File: src/rtl/rv_pkg.sv
// rv_pkg: shared helpers and lock-state encoding for the round-robin arbiter stage
package rv_pkg;
  typedef enum logic {RV_ARB_IDLE = 1'b0, RV_ARB_LOCKED = 1'b1} rv_arb_state_t;
  function automatic int clog2(input int v);
    int r;
    r = 0;
    for (int i = 0; i < 31; i++) if ((1 << i) < v) r = i + 1;
    return r;
  endfunction
endpackage

File: src/rtl/rv_rr_arb_stage_if.sv
// rv_rr_arb_stage_if: N requester streams in, one registered stream out
// RV_ARB_LOCK_EN adds per-requester datain_last for packet lock
interface rv_rr_arb_stage_if import rv_pkg::*; #(parameter int N = 4, parameter int WD = 4);
  localparam int IW = clog2(N);
  logic [N*WD-1:0] datain;
  logic [N-1:0]    datain_val;
  logic [N-1:0]    datain_rdy;
  logic            dataout_rdy;
  logic            dataout_val;
  logic [WD-1:0]   dataout;
  logic [IW-1:0]   dataout_src;
`ifdef RV_ARB_LOCK_EN
  logic [N-1:0]    datain_last;
  modport slave (input datain, datain_val, datain_last, dataout_rdy,
                 output datain_rdy, dataout_val, dataout, dataout_src);
  modport master (output datain, datain_val, datain_last, dataout_rdy,
                  input datain_rdy, dataout_val, dataout, dataout_src);
`else
  modport slave (input datain, datain_val, dataout_rdy,
                 output datain_rdy, dataout_val, dataout, dataout_src);
  modport master (output datain, datain_val, dataout_rdy,
                  input datain_rdy, dataout_val, dataout, dataout_src);
`endif
endinterface

File: src/rtl/rr_pick.sv
// rr_pick: rotating priority picker, first set request at or after i_ptr wins
module rr_pick import rv_pkg::*; #(parameter int N = 4) (
  input  logic [N-1:0]          i_req,
  input  logic [clog2(N)-1:0]   i_ptr,
  output logic [clog2(N)-1:0]   o_gnt_idx,
  output logic                  o_any
);
  localparam int IW = clog2(N);
  function automatic int rot(input int p, input int k);
    return (p + k >= N) ? p + k - N : p + k;
  endfunction
  // scan farthest-first so the nearest request from i_ptr is the last to win
  always_comb begin
    o_gnt_idx = '0;
    for (int k = N - 1; k >= 0; k--)
      if (i_req[rot(int'(i_ptr), k)]) o_gnt_idx = IW'(rot(int'(i_ptr), k));
  end
  assign o_any = |i_req;
endmodule

File: src/rtl/rv_rr_arb_stage.sv
// rv_rr_arb_stage: round-robin merge of N valid/ready streams into one registered stage
// RV_ARB_LOCK_EN holds the grant on one requester until its last beat
module rv_rr_arb_stage import rv_pkg::*; #(parameter int N = 4, parameter int WD = 4) (
  input logic               clk,
  input logic               rst,
  rv_rr_arb_stage_if.slave  bus
);
  localparam int IW = clog2(N);
  logic          r_val;
  logic [WD-1:0] r_data;
  logic [IW-1:0] r_src, r_ptr, w_gnt, w_nxt;
  logic [N-1:0]  w_req;
  logic          w_any, w_st_rdy, w_fire, w_adv;
`ifdef RV_ARB_LOCK_EN
  rv_arb_state_t r_state, w_state_nxt;
  logic [IW-1:0] r_lock, w_lock_nxt;
  // while locked only the owner may win, even when it is idle
  assign w_req = (r_state == RV_ARB_LOCKED) ? bus.datain_val & (N'(1) << r_lock) : bus.datain_val;
  assign w_adv = bus.datain_last[w_gnt];
  always_comb begin
    w_state_nxt = w_fire ? (w_adv ? RV_ARB_IDLE : RV_ARB_LOCKED) : r_state;
    w_lock_nxt  = w_fire ? w_gnt : r_lock;
  end
  always_ff @(posedge clk)
    if (rst) begin
      r_state <= RV_ARB_IDLE;
      r_lock  <= '0;
    end else begin
      r_state <= w_state_nxt;
      r_lock  <= w_lock_nxt;
    end
`else
  assign w_req = bus.datain_val;
  assign w_adv = 1'b1;
`endif
  rr_pick #(.N(N)) u_pick (.i_req(w_req), .i_ptr(r_ptr), .o_gnt_idx(w_gnt), .o_any(w_any));
  assign w_st_rdy = bus.dataout_rdy || !r_val;
  assign w_fire   = w_st_rdy && w_any && !rst;
  assign w_nxt    = (w_gnt == IW'(N - 1)) ? '0 : w_gnt + IW'(1);
  assign bus.datain_rdy  = w_fire ? N'(1) << w_gnt : '0;
  assign bus.dataout_val = r_val;
  assign bus.dataout     = r_data;
  assign bus.dataout_src = r_src;
  always_ff @(posedge clk)
    if (rst) begin
      r_val  <= 1'b0;
      r_data <= '0;
      r_src  <= '0;
      r_ptr  <= '0;
    end else if (w_st_rdy) begin
      r_val <= w_any;
      if (w_any) begin
        r_data <= bus.datain[int'(w_gnt)*WD +: WD];
        r_src  <= w_gnt;
        if (w_adv) r_ptr <= w_nxt;
      end
    end
endmodule

File: src/flat_wrapper.sv
// flat-port wrapper written by rule: the top's interface ports become plain ports
module rv_rr_arb_stage_flat import rv_pkg::*;
#(parameter int N = 4, parameter int WD = 4)
  (clk, rst, bus_datain, bus_datain_val, bus_dataout_rdy, bus_datain_rdy, bus_dataout_val, bus_dataout, bus_dataout_src);
  rv_rr_arb_stage_if #(.N(N), .WD(WD)) bus_i ();
  input logic clk;
  input logic rst;
  input wire logic [$bits(bus_i.datain)-1:0] bus_datain;
  input wire logic [$bits(bus_i.datain_val)-1:0] bus_datain_val;
  input wire logic [$bits(bus_i.dataout_rdy)-1:0] bus_dataout_rdy;
  output wire logic [$bits(bus_i.datain_rdy)-1:0] bus_datain_rdy;
  output wire logic [$bits(bus_i.dataout_val)-1:0] bus_dataout_val;
  output wire logic [$bits(bus_i.dataout)-1:0] bus_dataout;
  output wire logic [$bits(bus_i.dataout_src)-1:0] bus_dataout_src;
  assign bus_i.datain = bus_datain;
  assign bus_i.datain_val = bus_datain_val;
  assign bus_i.dataout_rdy = bus_dataout_rdy;
  assign bus_datain_rdy = bus_i.datain_rdy;
  assign bus_dataout_val = bus_i.dataout_val;
  assign bus_dataout = bus_i.dataout;
  assign bus_dataout_src = bus_i.dataout_src;
  rv_rr_arb_stage #(.N(N), .WD(WD)) u_core (.clk(clk), .rst(rst), .bus(bus_i));
endmodule
File: config.mk
export PLATFORM = sky130hd
export DESIGN_NAME = rv_rr_arb_stage_flat
export DESIGN_NICKNAME = d
export VERILOG_FILES = /design/src/rtl/rv_pkg.sv /design/src/rtl/rv_rr_arb_stage_if.sv /design/src/rtl/rr_pick.sv /design/src/rtl/rv_rr_arb_stage.sv /design/src/flat_wrapper.sv
export SDC_FILE = /design/constraint.sdc
export NUM_CORES = 1
export LEC_CHECK = 0
export CORE_AREA = 2 2 39 41
export DETAILED_ROUTE_END_ITERATION = 10
export DIE_AREA = 0 0 41 43
export DONT_BUFFER_PORTS = 1
export SLEW_MARGIN = 20
export SYNTH_ARGS = -nofsm -noshare
export SYNTH_HDL_FRONTEND = slang
export SYNTH_SLANG_ARGS = --single-unit
File: constraint.sdc
create_clock -name clk -period 1.84 [get_ports clk]
set_input_delay 0 -clock clk [delete_from_list [all_inputs] [get_ports clk]]
set_output_delay 0 -clock clk [all_outputs]
set_load 0.1 [all_outputs]
# ---- Word-level counts from Yosys, hierarchy flattened
# Index checks and enable logic that the tools add are counted.
dict set report op_classes {
  add_sub_neg 8
  n_lt_le_gt_ge 8
  n_eq_ne 1
  shifts 2
  mux 22
  reduce_logical 7
}
# operator count
set ops {}
lappend ops {{$lt A32 B4 Y1 const B} 4}
lappend ops {{$mux W32} 4}
lappend ops {{$ge A32 B4 Y1 const B} 3}
lappend ops {{$sub A32 B4 Y32 const B} 3}
lappend ops {{$shiftx A16 B5 Y4} 1}
lappend ops {{$mux W2} 5}
lappend ops {{$bmux W1 S2} 4}
lappend ops {{$mux W1} 8}
lappend ops {{$add A2 B2 Y3 const B} 2}
lappend ops {{$mux W4} 1}
lappend ops {{$reduce_or A4 Y1} 1}
lappend ops {{$shl A1 B2 Y4 const A} 1}
lappend ops {{$sub A2 B3 Y4 const B} 1}
lappend ops {{$add A2 B1 Y3 const B} 1}
lappend ops {{$ge A2 B3 Y1 const B} 1}
lappend ops {{$add A2 B1 Y2 const B} 1}
lappend ops {{$eq A2 B2 Y1 const B} 1}
lappend ops {{$logic_and A1 B1 Y1} 2}
lappend ops {{$logic_not A1 Y1} 2}
lappend ops {{$reduce_and A2 Y1} 1}
lappend ops {{$logic_or A1 B1 Y1} 1}
dict set report word_totals {
  regBits 9
  input_bits 23
  output_inout_bits 11
}

# ---- Logic depth before layout (Yosys ltp)
dict set report depth {
  word_depth 12
  depth_mapped 6
  mapped_depth_nobuf 5
}

# ---- By module
# Synthesis repeated with hierarchy kept, for this count alone.
dict set report unflattened {
  cells_unflattened 71
  area_unflattened_um2 606.8
}
# mod n_inst cells_each area_per_inst_um2 seq_area_each_um2
set by_module_without_submodules {}
lappend by_module_without_submodules {rv_rr_arb_stage 1 58 529.3 180.2}
lappend by_module_without_submodules {rr_pick 1 13 77.6 0.0}

# ---- Worst setup path after synthesis
# Ideal clock, no wire load.
dict set report synth_timing {
  kind {reg2out}
  start {register u_core.r_val (netlist: u_core.bus.dataout_val)}
  end {output bus_datain_rdy[1]}
  arrival_time_ps 2541
  setup_slack_ps -701
  stages_incl_launch_ff 5
  path_cell_list {dfxtp_1 > a21o_1 > nor2_1 > nand2b_1 > nor2_1}
}
dict set report synth_between {
  elab_chain_len 5
}
# element line_no
set synth_rtl {}
lappend synth_rtl {{start: declaration} rv_rr_arb_stage.sv:9} ;# logic r_val;
lappend synth_rtl {{start signal: assignment} rv_rr_arb_stage.sv:51} ;# r_val <= w_any;
lappend synth_rtl {{$logic_not A1 Y1} rv_rr_arb_stage.sv:37} ;# assign w_st_rdy = bus.dataout_rdy || !r_val;
lappend synth_rtl {{$logic_or A1 B1 Y1} rv_rr_arb_stage.sv:37}
lappend synth_rtl {{$logic_and A1 B1 Y1 (2 in a row)} rv_rr_arb_stage.sv:38} ;# assign w_fire = w_st_rdy && w_any && !rst;
lappend synth_rtl {{$mux W4} rv_rr_arb_stage.sv:40} ;# assign bus.datain_rdy = w_fire ? N'(1) << w_gnt : '0;
lappend synth_rtl {{end: declaration} flat_wrapper.sv:11} ;# output wire logic [$bits(bus_i.datain_rdy)-1:0] bus_datain_rdy;
# Every way passes these cells.

# ---- Worst setup path after layout
dict set report layout_timing {
  start {register u_core.r_ptr[1]}
  end {output bus_datain_rdy[1]}
}
dict set report layout_between {
  elab_chain_len 12
}
# element line_no
set layout_rtl {}
lappend layout_rtl {{start: declaration} rv_rr_arb_stage.sv:11} ;# logic [IW-1:0] r_src, r_ptr, w_gnt, w_nxt;
lappend layout_rtl {{start signal: assignment} rv_rr_arb_stage.sv:55} ;# if (w_adv) r_ptr <= w_nxt;
lappend layout_rtl {{$add A2 B2 Y3} rr_pick.sv:10} ;# return (p + k >= N) ? p + k - N : p + k;
lappend layout_rtl {{$sub A32 B4 Y32 or $ge A32 B4 Y1 (tied branches)} rr_pick.sv:10}
lappend layout_rtl {{$mux W32} rr_pick.sv:10}
lappend layout_rtl {{$bmux W1 S2} rr_pick.sv:16} ;# if (i_req[rot(int'(i_ptr), k)]) o_gnt_idx = IW'(rot(int'(i_ptr), k));
lappend layout_rtl {{$mux W1 (implied by the code) (2 in a row)} rr_pick.sv:16}
lappend layout_rtl {{$mux W2 (3 in a row)} rr_pick.sv:16}
lappend layout_rtl {{$mux W2 (*)} rr_pick.sv:16}
lappend layout_rtl {{$shl A1 B2 Y4 (*)} rv_rr_arb_stage.sv:40}
lappend layout_rtl {{$mux W4 (*)} rv_rr_arb_stage.sv:40}
# Mark *: on every way between the ends. The rest lies on a longest branch, timed or not. The select of a mux whose other input is x is not followed.

==> key figures <==
Critical path
  – CP startpoint kind: flop
  – Flop2flop setup slack: approximately 190 ps
  – Reg2Reg Depth: 5
  – Worst EP required: about 1800 ps
  – Crit end category: output pin
  – Worst EP arrival: ~1800 ps
  – Worst r2r src: u_core.r_ptr[1]
  – CP Class: flop to output pin
  – FF-to-FF End: u_core.bus.dataout[3]
  – Crit-path max FO: 6

Clock network
  – Clock Tree Buf Depth: 2
  – CTS buffer count: 3
  – Clock Tree Root: clkbuf_4
  – TritonCTS clock tree: built
  – H-tree depth: 1
  – Clock slew at reported path FFs: 70 ps
  – Clock Latency Late Sink: 270 ps
  – Clock sink total: 9

Yosys
  – Main combinational cell family by area after synthesis: compound AO/OA/AOI/OAI gates
  – Seq cells post-synth: 9
  – Synth unique cells: 26
  – Post-synthesis compound-gate area fraction: between 20% and 30%
  – Mapped Nets: about 90
  – Main synth FF type: dfxtp_1
  – Syn avg cell area: between 9 and 10 um2
  – Warnings from Yosys: 0
  – XOR/XNOR Fraction of Synth Area: ~1.5%
  – Mux contribution to synthesized area: 13.5%
  – Ys async rst share: 0%
  – Post-Synth Simple-Gate Area: around 25%
  – Post-synth EDFFs: 0
  – Synth Area in Adders: 0%
  – Mapped cell area: about 600 um2
  – Mapped Cells: 65
  – Seq/Total Area, Yosys: a little under a third

Power and ir drop
  – Worst vdd rail ir drop: a little over 0.6 mV
  – Pwr Total: around 0.00091 W
  – Power per cell area: between 900 and 1000 nW/um2
  – Leakage: between 0.4 and 0.5 nW

Drt
  – DR pass1 iterations: 4
  – Routed Wire Length: 1910 um
  – Antenna violation net count after detailed routing: 0
  – Initial DRC count: 12
  – Wire per inst: 16.5 um
  – Remaining DRCs: 0
  – Via Count: 657
  – DR vias/cell: between 5 and 6

Min path
  – Hold Startpoint: rst
  – Hold Path End: u_core.bus.dataout[1]
  – Hold path depth: 3
  – Worst hold-check path type: primary input to flop

GRT
  – GRT met2 Usage: between 40 and 50%
  – Number of global-route vias before repair: just over 700
  – Met1 usage: between 20% and 30%
  – Pin count of the biggest net entering global routing: 11
  – GR met3 Demand/Resource: 3.66%
  – First-pass GRT wire length: approximately 3100 um
  – Total GRT Usage: about a quarter
  – Initial antenna violation count: 0
  – GRT Residual Overflow: 0
  – Gr busiest metal: met2

Final layout
  – Area Overhead vs Synth: 67.4%
  – Layout cells sized above 1: approximately 27%
  – N_diodes: 0
  – Final layout net count: about 120
  – Most common cell after layout, fill and taps aside: dlygate4sd3_1
  – Commonest non-fill, non-tap cells in the layout: dlygate4sd3_1 (21), dfxtp_1 (9), mux2i_1 (8), buf_4 (8), nand2_1 (7)

Die
  – Die Ht: approximately 43 um
  – Die ar.: ~1800 um2
  – Die width: between 40 and 50 um
  – I/O pin cnt: 34
  – Num rows: 14
  – Core region area: between 1000 and 1500 um2
  – Starting Density: between 40% and 50%

STA
  – Max frequency: approximately 0.57 GHz
  – Fin. max-slew vios: 0
  – Slew margin rel.: between 70 and 80%
  – Clock Skews: ~4.6 ps
  – RSZ-0062 raised after global routing: no
  – Hold WS: ~120 ps
  – Final min period: between 1500 and 2000 ps
  – Setup_tns: 0 ps
  – Period utilization: a little over nine tenths
  – Worst-Margin Slew: a little over 400 ps
  – Count of final setup violators: 0
  – Fin. Hold Viols: 0

Place
  – Post-DP HPWL: between 1000 and 1500 um
  – Final RePlAce weighted congestion: approximately 0.72
  – I/O Buffers: 0

Run
  – Max cap viols: 0

Status
  – Status: complete, no violations
synth_stat cells, types with 2 or more instances:
| master | count | share of area (%) |
|---|---|---|
| dfxtp_1 | 9 | 30 |
| nand3b_1 | 4 | 5.1 |
| a21oi_1 | 6 | 5.1 |
| o221ai_1 | 4 | 5.9 |
| nand2_1 | 7 | 4.4 |
| nor2_1 | 6 | 3.8 |
| inv_1 | 2 | 1.3 |
| nand2b_1 | 2 | 2.1 |
| mux2i_1 | 8 | 13 |
stage by stage:
step,cells,utilization [%],instance area [um2],setup slack (ps)
CTS,116,71.9,995,110
detailed placement,90,53.6,742,150
floorplan,65,-,604,-266
finish,116,71.9,995,78.2
global route,116,71.9,995,9.09
global placement,90,53.6,742,241
cells by family (layout without fill, tap and decap cells):
logic type / after synthesis / count (layout)
simple gates: 25 / 25
compound gates: 18 / 18
flops: 9 / 9
xor+xnor: 1 / 1
mux: 8 / 8
buf+inv: 4 / 39
registers in the layout, summed over array words and instances, names as in the netlist:
name	cells
u_core.bus.dataout	4
u_core.bus.dataout_src	2
u_core.r_ptr	2
u_core.bus.dataout_val	1
layer usage:
| metal | vias up | wire [um] |
|---|---|---|
| met5 | - | 0 |
| met4 | 0 | 36 |
| met3 | 4 | 100 |
| met2 | 30 | 1070 |
| met1 | 314 | 700 |
| li1 | 309 | - |
worst max-delay path by stage:
stage / from / end / slack (ps) / depth (start not counted)
after floorplan: u_core.bus.dataout_val / bus_datain_rdy[1] / -270 / 4
after global placement: u_core.r_ptr[0] / bus_datain_rdy[3] / 240 / 6
after detailed placement: u_core.r_ptr[0] / bus_datain_rdy[1] / 150 / 6
after CTS: u_core.r_ptr[1] / bus_datain_rdy[1] / 110 / 4
after global routing: bus_datain_val[3] / bus_datain_rdy[3] / 9 / 7
final: u_core.r_ptr[1] / bus_datain_rdy[1] / 80 / 4
what timing repair did:
action / in CTS / in global routing
hold buffers: 21 / 0
hold endpoints to repair: 9 / 0
buffers inserted: 1 / 0
endpoints found under the setup margin: 4 / 0
gates resized for setup: 1 / 0
power by group:
part	total [W]	internal [W]	leakage, nW	switching (W)
combinational	0.000499	0.000169	0.328	0.000330
clock	0.000165	0.0000840	0.0150	0.0000811
sequential	0.000247	0.000223	0.0748	0.0000238
total	0.000911	0.000476	0.417	0.000435
area by class of cell:
cell class	count	area, um2
fill	102	389
timing repair buffer	33	350
sequential	9	180
inverter	2	7.51
multi-input combinational	52	410
clock buffer	4	26.3
tap	16	20.0
critical path, cell delays in order, from the launching register on:
cell     delay, ps
dfxtp_1        530
a21oi_2        140
o32a_1         430
nor2_2         200
buf_12         190
Power figures use the tool's default switching activity.
